**src/rtl/park_gate_sched.sv**
```systemverilog
// Barrier-gate scheduler: arbitrates two entry lanes and one exit lane over a
// single gate, sequences payment/open/clear on the Tick_1 timebase, tracks occupancy.
module park_gate_sched #(
   parameter int CAPACITY    = 9,
   parameter int GATE_TICKS  = 3,
   parameter int PAY_TIMEOUT = 8
) (
   input  logic       clk,
   input  logic       reset,
   input  logic       Tick_1,
   input  logic       Ent_Sens_A,
   input  logic       Ent_Sens_B,
   input  logic       Exit_Sens,
   input  logic       paid_stat,
   output logic [2:0] Grant,
   output logic       Gate_Open,
   output logic       Green_State,
   output logic       Red_State,
   output logic [3:0] Sev_indicator,
   output logic       Full,
   output logic       Pay_Err
);

   localparam int MAX_TICKS = (GATE_TICKS > PAY_TIMEOUT) ? GATE_TICKS : PAY_TIMEOUT;
   localparam int TW        = $clog2(MAX_TICKS + 1);

   localparam logic [2:0]    G_A       = 3'b001;
   localparam logic [2:0]    G_B       = 3'b010;
   localparam logic [2:0]    G_EXIT    = 3'b100;
   localparam logic [3:0]    CAP       = 4'(CAPACITY);
   localparam logic [TW-1:0] GATE_LAST = TW'(GATE_TICKS - 1);
   localparam logic [TW-1:0] PAY_LAST  = TW'(PAY_TIMEOUT - 1);

   typedef enum logic [1:0] {IDLE, PAY_WAIT, OPEN, CLEAR} state_t;

   state_t        state;
   logic [TW-1:0] tick_cnt;
   logic          prefer_b;   // B wins the next A/B tie
   logic          exit_ok, a_ok, b_ok, lane_busy;
   logic [3:0]    done_count;

   always_comb begin
      exit_ok    = Exit_Sens && (Sev_indicator != 4'd0);
      a_ok       = Ent_Sens_A && (Sev_indicator < CAP);
      b_ok       = Ent_Sens_B && (Sev_indicator < CAP);
      lane_busy  = (Grant[0] && Ent_Sens_A) || (Grant[1] && Ent_Sens_B) ||
                   (Grant[2] && Exit_Sens);
      done_count = Sev_indicator;
      // Saturating update so the count can never wrap even if eligibility slipped.
      if (Grant[2]) begin
         if (Sev_indicator != 4'd0) done_count = Sev_indicator - 4'd1;
      end else if (Sev_indicator != CAP) begin
         done_count = Sev_indicator + 4'd1;
      end
   end

   // NOTE: all state and outputs use non-blocking assignments so every register
   // updates from the same pre-edge values, whatever the statement order.
   always_ff @(posedge clk) begin
      if (reset) begin
         state         <= IDLE;
         tick_cnt      <= '0;
         prefer_b      <= 1'b0;
         Grant         <= 3'b000;
         Gate_Open     <= 1'b0;
         Green_State   <= 1'b0;
         Red_State     <= 1'b1;
         Sev_indicator <= 4'd0;
         Full          <= 1'b0;
         Pay_Err       <= 1'b0;
      end else begin
         Pay_Err <= 1'b0;
         case (state)
            IDLE: begin
               tick_cnt <= '0;
               if (exit_ok) begin
                  Grant <= G_EXIT;
                  state <= PAY_WAIT;
               end else if (a_ok && (!b_ok || !prefer_b)) begin
                  Grant       <= G_A;
                  prefer_b    <= 1'b1;
                  state       <= OPEN;
                  Gate_Open   <= 1'b1;
                  Green_State <= 1'b1;
                  Red_State   <= 1'b0;
               end else if (b_ok) begin
                  Grant       <= G_B;
                  prefer_b    <= 1'b0;
                  state       <= OPEN;
                  Gate_Open   <= 1'b1;
                  Green_State <= 1'b1;
                  Red_State   <= 1'b0;
               end
            end

            PAY_WAIT: begin
               if (paid_stat) begin
                  state       <= OPEN;
                  tick_cnt    <= '0;
                  Gate_Open   <= 1'b1;
                  Green_State <= 1'b1;
                  Red_State   <= 1'b0;
               end else if (Tick_1) begin
                  if (tick_cnt == PAY_LAST) begin
                     Pay_Err  <= 1'b1;
                     state    <= CLEAR;
                     tick_cnt <= '0;
                  end else begin
                     tick_cnt <= tick_cnt + 1'b1;
                  end
               end
            end

            OPEN: begin
               if (Tick_1) begin
                  if (tick_cnt == GATE_LAST) begin
                     Sev_indicator <= done_count;
                     Full          <= (done_count == CAP);
                     Gate_Open     <= 1'b0;
                     Green_State   <= 1'b0;
                     Red_State     <= 1'b1;
                     state         <= CLEAR;
                     tick_cnt      <= '0;
                  end else begin
                     tick_cnt <= tick_cnt + 1'b1;
                  end
               end
            end

            CLEAR: begin
               // Hold the grant until the served car has left its sensor.
               if (!lane_busy) begin
                  Grant    <= 3'b000;
                  state    <= IDLE;
                  tick_cnt <= '0;
               end
            end

            default: state <= IDLE;
         endcase
      end
   end

endmodule

```
**config.mk**
```make
export PLATFORM = sky130hd
export DESIGN_NAME = park_gate_sched
export DESIGN_NICKNAME = d
export VERILOG_FILES = /design/src/rtl/park_gate_sched.sv
export SDC_FILE = /design/constraint.sdc
export NUM_CORES = 1
export LEC_CHECK = 0
export ABC_AREA = 1
export BUFFER_PORTS_ARGS = -buffer_cell sky130_fd_sc_hd__buf_2
export CAP_MARGIN = 10
export CORE_MARGIN = 5
export CORE_UTILIZATION = 26
export DETAILED_ROUTE_END_ITERATION = 12
export PLACE_DENSITY = 0.46
export SLEW_MARGIN = 10
export SYNTH_ARGS = -nofsm -noshare
export SYNTH_HDL_FRONTEND = slang
export SYNTH_SLANG_ARGS = --single-unit
```
**constraint.sdc**
```tcl
create_clock -name clk -period 2.1 [get_ports clk]
set_clock_uncertainty 0.05 [all_clocks]
set_input_delay 0.21 -clock clk [delete_from_list [all_inputs] [get_ports clk]]
set_output_delay 0.21 -clock clk [all_outputs]
set_load 0.02 [all_outputs]
```
==> results of run 1 <==
## cell type report
class	count	area, um^2	share of cell area
clock buffer	4	55.1	0.0378
inverter	28	108	0.0739
multi-input combinational	138	759	0.522
sequential	18	360	0.248
tap	54	67.6	0.0464
timing repair buffer	20	105	0.0722
## registers in the layout (all words and copies together), names as in the netlist
register and count:
Full 1, Grant 3, Green_State 1, Pay_Err 1
Red_State 1, Sev_indicator 4, prefer_b 1, state 2
tick_cnt 4
## final timing paths
kind                                  startpoint           to  slack, ps  cells past startpoint
worst min-delay path                       reset  tick_cnt[0]        130                      2
worst max-delay path            Sev_indicator[0]     Grant[1]        340                     10
worst min register to register       Green_State  Green_State        410                      2
worst max register to register  Sev_indicator[0]     Grant[1]        340                     10
## synth_stat cells, drive strengths merged
library cell / number / area (um^2)
a21oi: 12 / 60.1
buf: 1 / 7.51
clkbuf: 1 / 13.8
dfxtp: 18 / 360
ha: 10 / 125
inv: 28 / 108
nand2: 52 / 210
nand3: 19 / 118
nand4: 5 / 31.3
nor2: 21 / 88.8
nor3: 2 / 21.3
nor4: 1 / 6.26
o21a: 2 / 15.0
o21ai: 12 / 67.6
o21bai: 1 / 7.51
xnor2: 1 / 8.76
## kinds of logic after synthesis
family                     Yosys count  synth area share
and+or+nand+nor                    100             0.381
buffers and inverters               30             0.103
AOI/OAI and AO/OA                   27             0.120
DFF                                 18             0.289
adders and majority gates           10             0.100
xor gates and xnor gates             1           0.00702
## where the power goes
| part | switching, mW | leakage, nW | internal (mW) | total [mW] |
|---|---|---|---|---|
| clock | 0.124 | 0.0288 | 0.167 | 0.290 |
| combinational | 0.525 | 0.569 | 0.285 | 0.809 |
| sequential | 0.0545 | 0.147 | 0.419 | 0.474 |
## per-stage QoR
stage          utilization  hold WS, ps  worst slack (ps)  power [mW]
4_1_cts              0.310          131               329        1.60
3_5_place_dp         0.298          402               345        1.30
5_1_grt              0.310          151               102        1.77
3_3_place_gp         0.298          395               310        1.31
2_1_floorplan            -          229               426        1.12
6_report             0.310          128               344        1.57
## per-layer routing
metal / GRT usage / up-vias / part of all wire
met2: 0.157 / 16 / 0.43
met1: 0.123 / 507 / 0.51
met5: 0 / - / 0
met4: 0.0515 / 0 / 0.028
met3: 0.0227 / 9 / 0.030
li1: - / 639 / -
## worst max-delay path, stage by stage, from the launching register on
cell and delay [ps]:
dfxtp_1 450, inv_1 140, ha_1 290, nand2_1 120
nand2_1 90, o21ai_2 110, nand2_2 100, nand2_2 90
inv_2 60, nor2_1 80, nor2_1 50
==> impl_metrics.yaml, run 1 <==
flow_run:
  max_cap_violations: 0
routing:
  drtPass1Iterations: 4
  antenna_left: 0
  drt_wl_total_um: 2740
  dr.first_iter.drc_count: 51
  drc_errors: 0
  route.detailed.wl_per_inst_um: 10.5
  via_per_inst: 4.47
  vias: 1171
synthesis:
  synthCells: 186
  syn_area_um2: 1250
  synth_cell_type_count: 27
  synth_warnings: 0
  ys_ff_latch: 18
  synth_nets: 203
  avgSynthCellArea_um2: 6.71
  ys_seq_area_frac: 0.289
global_routing:
  grt_antenna_before_repair: 0
  overflow: 0
  grt_pass1_wl_um: 5000
  globalRouteTotalUtil: 0.0985
  grt_pass1_vias: 1166
  grt_max_degree: 15
cells_and_area:
  drive_gt1_frac: 0.192
  fill_cells: 521
  antennaDiodeCount: 0
  final_cell_mix: "nand2_1, inv_1, nor2_1"
  instances_no_fill: 262
  finalInstanceArea_um2: 1460
  area_growth_pct: 16.5
  final_net_count: 226
  final_common_cell: "nand2_1"
cts:
  htree_levels: 1
  cts_made_buffers: 3
  path_clk_slew_ps: 70
  clk_latency_ps: 260
  cts_sinks: 18
  cts_resized: 0
  post-cts-setup-buffers: 0
  root_buffer: "clkbuf_8"
  clockBufferDepth: 2
  cts_tree: "built"
  ctsHoldBuffers: 0
floorplanning:
  die_w_um: 79.3
  dieArea_um2: 6290
  start_util: 0.266
  io_pins: 19
  core_area_um2: 4690
  die_h_um: 79.3
  row_count: 25
critical_path:
  cp_max_fo: 7
  critPathRequiredTime_ps: 2200
  cp-start-kind: "flop"
  crit_arrival_ps: 1850
  critPathKind: "flop to flop"
  endpoint_kind: "flop"
power_and_ir_drop:
  power_leakage_nw: 0.745
  powerDensity_nw_per_um2: 1080
  peakVddDrop_mv: 0.332
place:
  dpl_cell_area_um2: 1400
  dp_hpwl_um: 2180
  dp_cells: 258
  gp_congestion: 0.758
  io_buffers: 18
timing:
  fin_crit_sh: 0.836
  fmax_mhz: 570
  slew_viol_final: 0
  tightest_slew_ps: 426
  setup_violations: 0
  max-slew-margin-rel: 0.716
  final.setup.tns_ps: 0
  finalHoldViolCount: 0
  fin_crit_ps: 1760
  rsz0062_at_grt: "no"
hold_path:
  hp-class: "primary input to flop"
run_status:
  outcome: "finished clean"
(Power assumes the default switching activity.)
==> run 2: changes to the inputs <==
Settings changed: PLACE_DENSITY 0.46 to 0.47.
Clock period 2.1 ns to 1.6 ns, I/O delays scaled along.
==> impl_metrics.yaml, run 2 (synthesis results as in run 1) <==
run_status:
  outcome: "finished clean"
critical_path:
  critPathRequiredTime_ps: 1700
  r2r-end: "Sev_indicator[0]"
  ff2ff_path_depth: 8
  cp_max_fo: 4
  reg2reg_slack_ps: 140
  reg2reg_from: "tick_cnt[0]"
  endpoint_kind: "flop"
  crit_arrival_ps: 1560
  cp-start-kind: "flop"
  critPathKind: "flop to flop"
cts:
  cts_made_buffers: 3
  root_buffer: "clkbuf_8"
  cts_tree: "built"
  clockBufferDepth: 2
  htree_levels: 1
  clk_latency_ps: 250
  path_clk_slew_ps: 70
  cts_sinks: 18
place:
  gp_congestion: 0.800
  dp_hpwl_um: 2390
  io_buffers: 18
routing:
  drt_wl_total_um: 2890
  vias: 1221
  top_layer: "met4"
  dr.first_iter.drc_count: 55
  route.met3.wl_um: 91
  met1_length_um: 1470
  antenna_left: 0
  drtPass1Iterations: 4
  via_per_inst: 4.47
  drc_errors: 0
  wl_met2_um: 1320
  route.detailed.wl_per_inst_um: 10.6
timing:
  setup_violations: 0
  tightest_slew_ps: 316
  finalHoldViolCount: 0
  rsz0062_at_grt: "yes"
  max-slew-margin-rel: 0.787
  fin_crit_sh: 0.912
  fin_crit_ps: 1460
  slew_viol_final: 0
  fmax_mhz: 685
  holdWs_ps: 86.2
flow_run:
  max_cap_violations: 0
cells_and_area:
  final_common_cell: "nand2_1"
  reg_top3: "Sev_indicator (4), tick_cnt (4), Grant (3)"
  fill_cells: 525
  drive_gt1_frac: 0.283
  antennaDiodeCount: 0
  area_growth_pct: 26.1
  final_net_count: 238
  final_cell_mix: "nand2_1, inv_1, nor2_1"
  finish.utilization: 0.335
global_routing:
  grt_pass1_vias: 1156
  overflow: 0
  grt_max_degree: 10
  grt_antenna_before_repair: 0
  globalRouteTotalUtil: 0.0984
  grt_pass1_wl_um: 5010
floorplanning:
  core_area_um2: 4690
  start_util: 0.266
  row_count: 25
  io_pins: 19
  die_h_um: 79.3
  die_w_um: 79.3
  dieArea_um2: 6290
hold_path:
  hp-class: "primary input to flop"
  min_from: "reset"
  min_delay_worst_endpoint: "tick_cnt[1]"
  holdPathStages: 2
power_and_ir_drop:
  power_leakage_nw: 0.807
  peakVddDrop_mv: 0.563
  powerDensity_nw_per_um2: 1330
-- run 2: how the worst max path moves through the flow --
stage	start	to	slack, ps	cells past startpoint
floorplan	Sev_indicator[0]	Grant[2]	60	10
global placement	state[0]	state[1]	40	10
detailed placement	state[0]	state[1]	20	10
CTS	state[0]	state[0]	4	11
global route	state[0]	state[0]	-5	11
finish	tick_cnt[0]	Sev_indicator[0]	140	8
-- run 2: metrics by stage --
stage | worst slack, ps | TNS [ps] | std cells | power [mW] | area (um^2)
floorplan | 64.7 | 0 | 186 | 1.47 | 1250
global placement | 39.7 | 0 | 269 | 1.76 | 1490
detailed placement | 22.5 | 0 | 269 | 1.75 | 1490
CTS | 4.12 | 0 | 272 | 2.08 | 1530
global route | -5.14 | -5.14 | 273 | 2.31 | 1570
finish | 141 | 0 | 273 | 2.09 | 1570
-- run 2: layer usage --
| metal | track usage | up-vias |
|---|---|---|
| li1 | - | 665 |
| met1 | 0.126 | 542 |
| met2 | 0.161 | 12 |
| met3 | 0.0227 | 2 |
| met4 | 0.0361 | 0 |
| met5 | 0 | - |
-- run 2: cell type report --
| cell class | count | area (um^2) | share of cell area |
|---|---|---|---|
| Inverter | 28 | 108 | 0.0684 |
| Sequential cell | 18 | 365 | 0.232 |
| Tap cell | 54 | 67.6 | 0.0429 |
| Clock buffer | 3 | 41.3 | 0.0262 |
| Multi-Input combinational cell | 138 | 797 | 0.506 |
| Timing Repair Buffer | 32 | 195 | 0.124 |
-- run 2: critical path: stages, from the launching register on --
cell and delay [ps]:
dfxtp_1 310, inv_1 80, ha_1 170, nand3_2 110, nor3_4 250, inv_1 110, nand2_1 70, inv_1 30
o21a_1 170
-- run 2: what timing repair did --
action,4_1_cts,5_1_grt
gates resized for setup,0,11
buffers inserted,0,1
setup endpoints to repair,0,15
hold buffers,0,0
-- run 2: report_power, final --
part / internal (mW) / total [mW] / switching, mW
registers: 0.556 / 0.627 / 0.0706
logic: 0.433 / 1.15 / 0.719
clock network: 0.167 / 0.315 / 0.148
total: 1.16 / 2.09 / 0.937
==> run 3: changes to the inputs <==
--- a/config.mk
+++ b/config.mk
@@ -12,5 +12,5 @@
 export CORE_UTILIZATION = 26
 export DETAILED_ROUTE_END_ITERATION = 12
-export PLACE_DENSITY = 0.47
+export PLACE_DENSITY = 0.46
 export SLEW_MARGIN = 10
 export SYNTH_ARGS = -nofsm -noshare
==> constraint.sdc (replaced) <==
create_clock -name clk -period 1.35 [get_ports clk]
set_clock_uncertainty 0.05 [all_clocks]
set_input_delay 0.0675 -clock clk [delete_from_list [all_inputs] [get_ports clk]]
set_output_delay 0.0675 -clock clk [all_outputs]
set_load 0.02 [all_outputs]
==> impl_metrics.yaml, run 3 (synthesis results as in run 1) <==
routing:
  drt_wl_total_um: 3120
  route.detailed.wl_per_inst_um: 10.8
  drtPass1Iterations: 4
  dr.first_iter.drc_count: 70
  drc_errors: 0
  via_per_inst: 4.52
  vias: 1312
  antenna_left: 0
timing:
  slew_viol_final: 0
  holdWs_ps: 74.7
  finalHoldViolCount: 0
  setup_violations: 12
  tightest_slew_ps: 245
  fin_crit_sh: 1.06
  max-slew-margin-rel: 0.835
  fmax_mhz: 696
  fin_ws_ps: -87.6
  fin_crit_ps: 1440
  rsz0062_at_grt: "yes"
flow_run:
  max_cap_violations: 0
global_routing:
  overflow: 0
  grt_max_degree: 11
  grt_pass1_wl_um: 5300
  globalRouteTotalUtil: 0.103
  grt_pass1_vias: 1223
  grt_antenna_before_repair: 0
floorplanning:
  die_h_um: 79.3
  io_pins: 19
  row_count: 25
  start_util: 0.266
  dieArea_um2: 6290
  core_area_um2: 4690
  die_w_um: 79.3
cells_and_area:
  finish.utilization: 0.393
  register_area_um2: 380
  drive_gt1_frac: 0.453
  final_common_cell: "nand2_1"
  final_net_count: 254
  antennaDiodeCount: 0
  multiInputGateArea_um2: 903
  final_cell_mix: "nand2_1, buf_4, buf_2"
  fill_cells: 509
  reg_top3: "Sev_indicator (4), tick_cnt (4), Grant (3)"
  instances_no_fill: 290
  area_growth_pct: 47.8
critical_path:
  endpoint_kind: "flop"
  critPathKind: "flop to flop"
  crit_arrival_ps: 1520
  crit_cells: 10
  reg2reg_from: "state[0]"
  ff2ff_path_depth: 10
  cp_max_fo: 5
  r2r-end: "tick_cnt[3]"
  critPathRequiredTime_ps: 1430
  critPathLaunch: "state[0]"
  cp-start-kind: "flop"
  critPathMaxStageDelay_ps: 380
  worstSetupEndpoint: "tick_cnt[3]"
  cp_num_buf_inv: 5
  path_cells: "inv_4, ha_4, inv_4, nand2_2, inv_2, o21ai_4, inv_2, buf_6, o21ai_2, a21oi_1"
  crit_family: "flip-flops"
  crit_slowest_cell: "dfxtp_4"
  reg2reg_slack_ps: -90
cts:
  root_buffer: "clkbuf_8"
  path_clk_slew_ps: 70
  cts_tree: "built"
  cts_sinks: 18
  clk_latency_ps: 250
  clockBufferDepth: 2
  cts_made_buffers: 3
  htree_levels: 1
hold_path:
  hp-class: "primary input to flop"
place:
  dp_cells: 278
  io_buffers: 18
  pre_cts_ws_ps: -90.8
  dp_hpwl_um: 2480
  gp_congestion: 0.799
power_and_ir_drop:
  finalPower_mw: 2.90
  peakVddDrop_mv: 0.679
  power_leakage_nw: 0.898
  powerDensity_nw_per_um2: 1570
run_status:
  outcome: "complete, but fails checks"
  violations: "setup timing"
## run 3: changes by cell type in the layout (fill, tap and decap cells not counted), moves of 6 or more
cell     change
inv_1        -8
nand2_2      +6
nand2_1      -6
buf_4       +12
## run 3: where the power goes
group          switching, mW  leakage [nW]  internal, mW  total, mW
sequential             0.128         0.152         0.669      0.796
clock                  0.182        0.0228         0.209      0.391
combinational          0.960         0.723         0.751       1.71
## run 3: worst min path at each step
stage                     startpoint     endpoint  slack [ps]  depth (start not counted)
after floorplan                reset  tick_cnt[0]          80                          1
after global placement         reset  tick_cnt[1]         260                          2
after detailed placement       reset  tick_cnt[1]         260                          2
after CTS                     Tick_1      Pay_Err          50                          3
after global routing          Tick_1      Pay_Err          80                          3
final                         Tick_1      Pay_Err          70                          3
## run 3: per-layer routing
| metal | up-vias | share of wire | wire (um) | GRT usage |
|---|---|---|---|---|
| li1 | 705 | - | - | - |
| met1 | 584 | 0.48 | 1510 | 0.132 |
| met2 | 19 | 0.47 | 1470 | 0.174 |
| met3 | 4 | 0.031 | 97 | 0.0204 |
| met4 | 0 | 0.012 | 36 | 0.0309 |
| met5 | - | 0 | 0 | 0 |
## run 3: what timing repair did
action | in CTS | in global routing
hold endpoints to repair | 3 | 0
setup buffers | 4 | 3
pin swaps | 14 | 6
hold buffers | 1 | 0
setup endpoints to repair | 13 | 17
gates resized for setup | 14 | 25
## run 3: layout make-up
type	count	area share
repair buffers	48	0.178
multi-input cells	138	0.489
inverters	28	0.0651
well taps	54	0.0366
clock buffers	4	0.0244
flip-flops and latches	18	0.206
## run 3: per-stage QoR
stage	setup TNS, ps	instance area, um^2
6_report	-382	1850
2_1_floorplan	-1.40	1320
5_1_grt	-1790	1850
4_1_cts	-388	1740
3_5_place_dp	-606	1620
3_3_place_gp	-565	1620
## run 3: tightest hold or removal path: stages
cell	delay (ps)
buf_2	130
nand2_1	90
nor4_2	50
